--- src/rtl/mem_arb_pkg.sv ---
// Shared types and constants for the main-memory arbiter.
// State, owner and block geometry live here so the top and the bench agree.
package mem_arb_pkg;

  typedef enum logic [1:0] {
    IDLE  = 2'd0,
    FILL  = 2'd1,
    WRITE = 2'd2,
    DONE  = 2'd3
  } state_t;

  localparam logic [1:0] OWN_I  = 2'd0;
  localparam logic [1:0] OWN_D  = 2'd1;
  localparam logic [1:0] OWN_WR = 2'd2;

  localparam int          BLOCK_WORDS = 8;
  localparam logic [15:0] BLOCK_MASK  = 16'hFFF0;

  // Byte address of word k inside the block starting at base; wraps at 2^16.
  function automatic logic [15:0] word_addr(input logic [15:0] base, input logic [2:0] k);
    return base + {12'd0, k, 1'b0};
  endfunction

endpackage

--- src/rtl/mem_arbiter_fill_counter.sv ---
// 3-bit word counter used to track issued and returned words of a block fill.
// last flags the enabled step out of word 7, i.e. the final word of the block.
module fill_counter (
  input  logic       clk,
  input  logic       rst,
  input  logic       clr,
  input  logic       en,
  output logic [2:0] count,
  output logic       last
);

  always_ff @(posedge clk) begin
    if (rst || clr)
      count <= 3'd0;
    else if (en)
      count <= count + 3'd1;
  end

  assign last = en && (count == 3'd7);

endmodule

--- src/rtl/mem_arbiter.sv ---
// Arbitrates the single pipelined memory port between I-fill, D-fill and D stores,
// sequencing 8-word block fills and steering returned words into the owning cache.
module mem_arbiter
  import mem_arb_pkg::*;
(
  input  logic        clk,
  input  logic        rst,
  input  logic        i_miss_req,
  input  logic [15:0] i_miss_addr,
  input  logic        d_miss_req,
  input  logic [15:0] d_miss_addr,
  input  logic        d_wr_req,
  input  logic [15:0] d_wr_addr,
  input  logic [15:0] d_wr_data,
  output logic        mem_en,
  output logic        mem_wr,
  output logic [15:0] mem_addr,
  output logic [15:0] mem_wdata,
  input  logic [15:0] mem_rdata,
  input  logic        mem_rvalid,
  output logic        fill_we_i,
  output logic        fill_we_d,
  output logic [2:0]  fill_word,
  output logic [15:0] fill_data,
  output logic        i_fill_done,
  output logic        d_fill_done,
  output logic        d_wr_done,
  output logic        busy
);

  state_t      state;
  logic [1:0]  owner;
  logic [15:0] base_addr;
  logic        grant;
  logic        issue_en;
  logic        recv_en;
  logic [2:0]  issue_cnt;
  logic [2:0]  recv_cnt;
  logic        issue_last;
  logic        recv_last;

  assign grant    = (state == IDLE) && (i_miss_req || d_miss_req || d_wr_req);
  assign issue_en = (state == FILL) && mem_en;
  assign recv_en  = (state == FILL) && mem_rvalid;

  fill_counter u_issue (
    .clk   (clk),
    .rst   (rst),
    .clr   (grant),
    .en    (issue_en),
    .count (issue_cnt),
    .last  (issue_last)
  );

  fill_counter u_recv (
    .clk   (clk),
    .rst   (rst),
    .clr   (grant),
    .en    (recv_en),
    .count (recv_cnt),
    .last  (recv_last)
  );

  // Memory-side outputs are registered; the first access is set up at the grant edge.
  always_ff @(posedge clk) begin
    if (rst) begin
      state       <= IDLE;
      owner       <= OWN_I;
      base_addr   <= 16'd0;
      mem_en      <= 1'b0;
      mem_wr      <= 1'b0;
      mem_addr    <= 16'd0;
      mem_wdata   <= 16'd0;
      i_fill_done <= 1'b0;
      d_fill_done <= 1'b0;
      d_wr_done   <= 1'b0;
    end else begin
      i_fill_done <= 1'b0;
      d_fill_done <= 1'b0;
      d_wr_done   <= 1'b0;
      case (state)
        IDLE: begin
          if (d_miss_req) begin
            owner     <= OWN_D;
            base_addr <= d_miss_addr & BLOCK_MASK;
            mem_en    <= 1'b1;
            mem_wr    <= 1'b0;
            mem_addr  <= d_miss_addr & BLOCK_MASK;
            state     <= FILL;
          end else if (d_wr_req) begin
            owner     <= OWN_WR;
            base_addr <= d_wr_addr;
            mem_en    <= 1'b1;
            mem_wr    <= 1'b1;
            mem_addr  <= d_wr_addr;
            mem_wdata <= d_wr_data;
            state     <= WRITE;
          end else if (i_miss_req) begin
            owner     <= OWN_I;
            base_addr <= i_miss_addr & BLOCK_MASK;
            mem_en    <= 1'b1;
            mem_wr    <= 1'b0;
            mem_addr  <= i_miss_addr & BLOCK_MASK;
            state     <= FILL;
          end
        end
        FILL: begin
          if (issue_last) begin
            mem_en   <= 1'b0;
            mem_addr <= 16'd0;
          end else if (mem_en) begin
            mem_addr <= word_addr(base_addr, issue_cnt + 3'd1);
          end
          if (recv_last) begin
            i_fill_done <= (owner == OWN_I);
            d_fill_done <= (owner == OWN_D);
            state       <= DONE;
          end
        end
        WRITE: begin
          mem_en    <= 1'b0;
          mem_wr    <= 1'b0;
          mem_addr  <= 16'd0;
          mem_wdata <= 16'd0;
          d_wr_done <= 1'b1;
          state     <= DONE;
        end
        DONE: begin
          state <= IDLE;
        end
        default: begin
          state <= IDLE;
        end
      endcase
    end
  end

  // Returned words are steered straight through; only the fill owner is written.
  assign fill_we_i = recv_en && (owner == OWN_I);
  assign fill_we_d = recv_en && (owner == OWN_D);
  assign fill_word = recv_cnt;
  assign fill_data = mem_rdata;
  assign busy      = (state != IDLE);

endmodule

--- config.mk ---
export PLATFORM = sky130hd
export DESIGN_NAME = mem_arbiter
export DESIGN_NICKNAME = d
export VERILOG_FILES = /design/src/rtl/mem_arb_pkg.sv /design/src/rtl/mem_arbiter_fill_counter.sv /design/src/rtl/mem_arbiter.sv
export SDC_FILE = /design/constraint.sdc
export NUM_CORES = 1
export LEC_CHECK = 0
export CAP_MARGIN = 20
export CELL_PAD_IN_SITES_DETAIL_PLACEMENT = 1
export CELL_PAD_IN_SITES_GLOBAL_PLACEMENT = 1
export CORE_ASPECT_RATIO = 0.5
export CORE_MARGIN = 4
export CORE_UTILIZATION = 25
export CTS_BUF_LIST = sky130_fd_sc_hd__clkbuf_8 sky130_fd_sc_hd__clkbuf_16
export DETAILED_ROUTE_END_ITERATION = 12
export HOLD_SLACK_MARGIN = 0.02
export PLACE_DENSITY = 0.75
export RECOVER_POWER = 25
export SYNTH_ARGS = -nofsm -noshare
export SYNTH_HDL_FRONTEND = slang
export SYNTH_SLANG_ARGS = --single-unit
export TNS_END_PERCENT = 30
--- constraint.sdc ---
create_clock -name clk -period 2.29 [get_ports clk]
set_input_delay 0.229 -clock clk [delete_from_list [all_inputs] [get_ports clk]]
set_output_delay 0.229 -clock clk [all_outputs]
set_load 0.05 [all_outputs]
# Word-level counts from Yosys, hierarchy flattened
# Cells that the tools add are included.
dict set report totals {
  regBits 63
  latchBits 0
  ramBits 0
  rom_bits 0
  input_bits 86
  output_inout_bits 59
  elab_cells 79
  memories 0
}
dict set report op_classes {
  addsub 3
  mul 0
  n_div 0
  n_lt_le_gt_ge 0
  n_eq_ne 12
  shift 0
  muxes 27
  n_bitwise 2
  n_reduce_logical 23
}
# operator n
set ops {}
lappend ops {{$mux W16} 7}
lappend ops {{$pmux W16 S3} 1}
lappend ops {{$pmux W16 S2} 1}
lappend ops {{$add A16 B4 Y16} 1}
lappend ops {{$mux W2} 7}
lappend ops {{$reduce_and A3 Y1} 3}
lappend ops {{$mux W1} 8}
lappend ops {{$ne A2 B2 Y1 const B} 4}
lappend ops {{$pmux W2 S4} 1}
lappend ops {{$logic_and A1 B1 Y1} 7}
lappend ops {{$add A3 B1 Y3 const B} 2}
lappend ops {{$eq A3 B3 Y1 const B} 2}
lappend ops {{$reduce_and A2 Y1} 3}
lappend ops {{$reduce_bool A3 Y1} 2}
lappend ops {{$eq A2 B1 Y1 const B} 2}
lappend ops {{$eq A2 B2 Y1 const B} 2}
lappend ops {{$logic_not A2 Y1} 2}
lappend ops {{$ne A4 B4 Y1 const B} 1}
lappend ops {{$reduce_bool A2 Y1} 2}
lappend ops {{$logic_or A1 B1 Y1} 3}
lappend ops {{$ne A3 B3 Y1 const B} 1}
lappend ops {{$pmux W1 S3} 1}
lappend ops {{$reduce_or A3 Y1} 1}
lappend ops {{$not A1 Y1} 2}
lappend ops {{$pmux W1 S2} 1}

# Depth between registers and ports, before layout
dict set report logic_depth {
  word_depth 5
  ltp_mapped 10
  ltp_nobuf 9
}

# Hierarchy
# From an unflattened synthesis, not the netlist that was laid out.
dict set report hier_totals {
  hier_cells 401
  area_unflattened_um2 3408.3
}
# module instances cells_each area_per_inst_um2 seq_area_each_um2
set by_module_without_submodules {}
lappend by_module_without_submodules {mem_arbiter 1 377 3125.5 1141.1}
lappend by_module_without_submodules {fill_counter 2 12 141.4 60.1}

# Least setup slack after synthesis
# Ideal clock, no wire load.
dict set report synth_path {
  path_type {reg2out}
  from {register state[1]}
  to {output fill_we_i}
  arrival_time_ps 2106
  required_time_ps 2061
  path_slack_ps -45
  path_stages_with_launch 6
  cell_sequence {dfxtp_1 -> inv_1 -> ha_1 -> clkbuf_1 -> nand2_1 -> nor3_1}
}
dict set report synth_between {
  elab_chain_len 3
}
# item line_no
set synth_rtl {}
lappend synth_rtl {{start: declaration} mem_arbiter.sv:31} ;# state_t state;
lappend synth_rtl {{start signal: assignment} mem_arbiter.sv:67} ;# state <= IDLE;
lappend synth_rtl {{start signal: assignment} mem_arbiter.sv:89} ;# state <= FILL;
lappend synth_rtl {{start signal: assignment} mem_arbiter.sv:97} ;# state <= WRITE;
lappend synth_rtl {{$eq A2 B1 Y1} mem_arbiter.sv:44} ;# assign recv_en = (state == FILL) && mem_rvalid;
lappend synth_rtl {{$logic_and A1 B1 Y1} mem_arbiter.sv:44}
lappend synth_rtl {{$logic_and A1 B1 Y1} mem_arbiter.sv:139} ;# assign fill_we_i = recv_en && (owner == OWN_I);
lappend synth_rtl {{end: declaration} mem_arbiter.sv:21} ;# output logic fill_we_i,
# Every way passes these cells.

# Final worst setup path
dict set report layout_path {
  from {register u_issue.count[0]}
  to {register mem_addr[9]}
}
dict set report layout_between {
  elab_chain_len 5
  word_cells_on_any_way 9
  cone_classes {add/sub: 2; eq/ne: 2; mux: 3; reduce/logical: 2}
}
# item line_no
set layout_rtl {}
lappend layout_rtl {{start: declaration} mem_arbiter_fill_counter.sv:8} ;# output logic [2:0] count,
lappend layout_rtl {{start signal: assignment} mem_arbiter_fill_counter.sv:16} ;# count <= count + 3'd1;
lappend layout_rtl {{$add A3 B1 Y3} mem_arbiter.sv:112} ;# mem_addr <= word_addr(base_addr, issue_cnt + 3'd1);
lappend layout_rtl {{$add A16 B4 Y16} mem_arb_pkg.sv:21} ;# return base + {12'd0, k, 1'b0};
lappend layout_rtl {{$mux W16} mem_arbiter.sv:111} ;# end else if (mem_en) begin
lappend layout_rtl {{$mux W16} mem_arbiter.sv:108} ;# if (issue_last) begin
lappend layout_rtl {{$pmux W16 S3} mem_arbiter.sv:81} ;# case (state)
lappend layout_rtl {{end signal: assignment} mem_arbiter.sv:88} ;# mem_addr <= d_miss_addr & BLOCK_MASK;
lappend layout_rtl {{end signal: assignment} mem_arbiter.sv:95} ;# mem_addr <= d_wr_addr;
lappend layout_rtl {{end signal: assignment} mem_arbiter.sv:112}
lappend layout_rtl {{end: declaration} mem_arbiter.sv:17} ;# output logic [15:0] mem_addr,
# Parallel ways exist; a longest one is shown, timed or not. The select of a mux whose other input is x is not followed.
# A chain may end at the register's enable or synchronous reset.

==> results by group <==
Global route
  – Overflow after GRT: 0
  – Vias in the first global route: 3015
  – First-pass GRT wire length: 15.4 mm
  – Initial antenna violation count: 0
  – Largest net degree at the start of global routing: 21
  – GRT Util Overall: 0.132

Pwr
  – Clock power share: 0.224
  – Combinational share of power: 0.494
  – Switching part of the total: 0.430
  – Power Density: 1220 nW/um2
  – Pwr Total: 5.74 mW
  – Sequential share of power: 0.282
  – Internal power: 3.27 mW
  – NetSw: 2.47 mW
  – Leak: 1.79 nW
  – Peak VDD IR: 0.429 mV

Placement
  – RePlAce Congestion: 0.818
  – DP HPWL: 7.23 mm
  – Post-Place Cells: 596
  – I/O Buffers: 104

Route
  – DR top layer: met4
  – DRT antenna net count: 0
  – Metal2 WL: 4.78 mm
  – Wl on met1: 4.39 mm
  – DRT Pass-1 Iters: 4
  – Vias per cell: 4.72
  – Final WL: 9.79 mm
  – Post-DR wirelength/cell: 16.0 um
  – Vias: 2895
  – DRC marker count from the first detailed-route iteration: 109
  – Met3 wire length: 482 um
  – DRC: 0

Critical path
  – Required @ worst endpoint: 2.52 ns
  – CP Max Fanout: 6
  – CP Launch Type: flip-flop
  – Crit Path Class: reg2reg
  – Worst Path Arrival: 2.43 ns
  – CP Capture Type: flip-flop

Clock tree
  – Latest clock arrival within the worst-skew pair: 0.32 ns
  – CTS tree: yes
  – Clock slew at reported path FFs: 0.05 ns
  – CTS Buffer Depth: 2
  – CTS Hold Buffers Added: 0
  – Root buf cell: clkbuf_16
  – CTS buffer count: 9
  – CTS H-tree lvls: 3
  – # clock sinks: 63

Yosys
  – Synth Register Bits: 63
  – Number of synthesized flops with an enable pin: 0
  – Ys flop type: dfxtp_1
  – Synth top cells by count: dfxtp_1 (63), nor2_1 (34), nand2_1 (26)
  – Top cell type's share of synthesized area: 0.396
  – Compound-Gate Fraction of Synth Area: 0.219
  – Largest cells by area after synthesis: dfxtp_1 (40%), a22o_1 (5.2%), ha_1 (5.1%)
  – Post-Syn Area: 3190 um2
  – Fraction of registers with async set/reset: 0
  – Largest family of logic cells by synthesized area: compound AO/OA/AOI/OAI gates
  – Syn Inst Count: 347
  – Post-Syn Nets: 447
  – Syn. warnings: 0
  – Most frequent cell after synthesis: dfxtp_1
  – Synth Area in Adders: 0.0573
  – Post-synthesis simple-gate area fraction: 0.155
  – Avg Cell Area, Syn: 9.18 um2
  – Cell taking the most area after synthesis: dfxtp_1
  – Unique masters post-synth: 44
  – XOR/XNOR share of the synthesized area: 0.0412
  – Sequential share of the synthesized area: 0.396
  – Post-synthesis mux area share: 0.0550

Timing
  – RSZ-0062 raised after global routing: true
  – FMAX: 454 MHz
  – Fin. Hold Viols: 0
  – Tightest Pin Transition: 0.852 ns
  – Final setup violation count: 0
  – Clock Skew: 0.00618 ns
  – Tcrit/Tclk final: 0.962
  – Slew margin rel.: 0.432
  – Tmin final: 2.20 ns
  – Final setup TNS: 0 ns
  – Final-report max-slew violation count: 0

Die
  – DIE HEIGHT: 87.8 um
  – I/O Pins: 145
  – Initial Util: 0.263
  – Die width: 168 um
  – Standard-cell rows: 28
  – Core box area: 12100 um2
  – Die Footprint: 14700 um2

Cells and area
  – P&R area growth vs syn: 48.2%
  – Finished Layout Cells: 613
  – # diodes: 0
  – Number of nets in the layout: 544
  – Fillers: 1417
  – Layout cells sized above 1: 0.141

Job
  – Max Cap Viol: 0

Run status
  – Status: completed

Hold path
  – Hold crit path type: in2out
-- path summary, 6_finish.rpt --
path | cells after the start | to | slack (ns) | startpoint
hold / removal | 0 | fill_data[14] | 0.46 | mem_rdata[14]
hold reg to reg | 2 | u_issue.count[1] | 0.47 | u_issue.count[1]
setup reg to reg | 8 | mem_addr[9] | 0.09 | u_issue.count[0]
setup / recovery | 8 | mem_addr[9] | 0.09 | u_issue.count[0]
-- routing by layer --
metal,up-vias,global-route usage
li1,1421,-
met4,0,0.0457
met3,13,0.0397
met1,1383,0.155
met2,78,0.233
met5,-,0
-- final cells by class --
type                            instances  area [um2]  share of cell area
Multi-Input combinational cell        240        1750               0.371
Sequential cell                        63        1260               0.267
Timing Repair Buffer                  122        1190               0.252
Clock buffer                            9         225              0.0477
Tap cell                              165         206              0.0437
Clock inverter                          6        55.1              0.0117
Inverter                                8        30.0             0.00636
-- cells by family after synthesis --
group                    count (synthesis)
multiplexers                            17
AND/OR/NAND/NOR                        100
flip-flops                              63
buffers and inverters                   44
XOR/XNOR                                15
AO/OA/AOI/OAI                           94
adder cells (fa/ha/maj)                 14
-- registers in the layout, indices dropped and copies added (netlist names) --
signal and count:
base_addr 16, mem_addr 16, mem_wdata 16, u_issue.count 3, u_recv.count 3, owner 2
state 2, d_fill_done 1, d_wr_done 1, i_fill_done 1, mem_en 1, mem_wr 1
-- power by group through the flow --
stage               Sequential (mW)  Clock [mW]  Combinational [mW]
global placement               1.62           0                2.70
finish                         1.62        1.29                2.83
global route                   1.66        1.38                3.04
floorplan                      2.22           0                1.28
detailed placement             1.64           0                2.76
CTS                            1.62        1.33                2.78
-- cell usage in the layout, fill, tap and decap left out, types with 3 or more instances in the layout --
cell type	count
dfxtp_1	63
o2111ai_1	3
a22o_1	19
nand3_1	5
dlygate4sd3_1	3
mux2_2	4
xor2_1	7
a22oi_1	4
a21oi_1	24
nand2_1	26
buf_4	18
clkdlybuf4s50_1	98
nor3_2	5
o21ai_0	19
nor2b_1	4
ha_1	9
inv_1	10
o221a_2	7
a211oi_1	7
and3_1	3
xnor2_1	8
nor2_1	34
clkbuf_16	9
mux2i_1	13
nor3_1	10
-- critical path, cell delays in order (launching register included) --
cell and delay (ns):
dfxtp_1 0.31, ha_1 0.29, inv_1 0.06, fa_1 0.46
nor2b_4 0.22, o211ai_1 0.13, xor2_1 0.17, o221a_2 0.25
nor3_1 0.22
-- timing repair --
item | 4_1_cts | 5_1_grt
endpoints found under the hold margin | 0 | 0
setup endpoints to repair | 8 | 30
buffers inserted | 0 | 2
pin swaps | 0 | 1
resized for setup | 1 | 8
gates cloned | 0 | 0
-- metrics by stage --
step / util / cell area (um2) / setup slack, ns / hold WS (ns)
finish: 0.390 / 4720 / 0.0871 / 0.458
global route: 0.390 / 4720 / -0.0398 / 0.458
global placement: 0.361 / 4380 / -0.0585 / 0.450
floorplan: - / 3190 / 0.159 / 0.338
CTS: 0.384 / 4660 / -0.0221 / 0.458
detailed placement: 0.361 / 4380 / -0.111 / 0.458
Note: power is estimated with default switching activity, not from simulation.
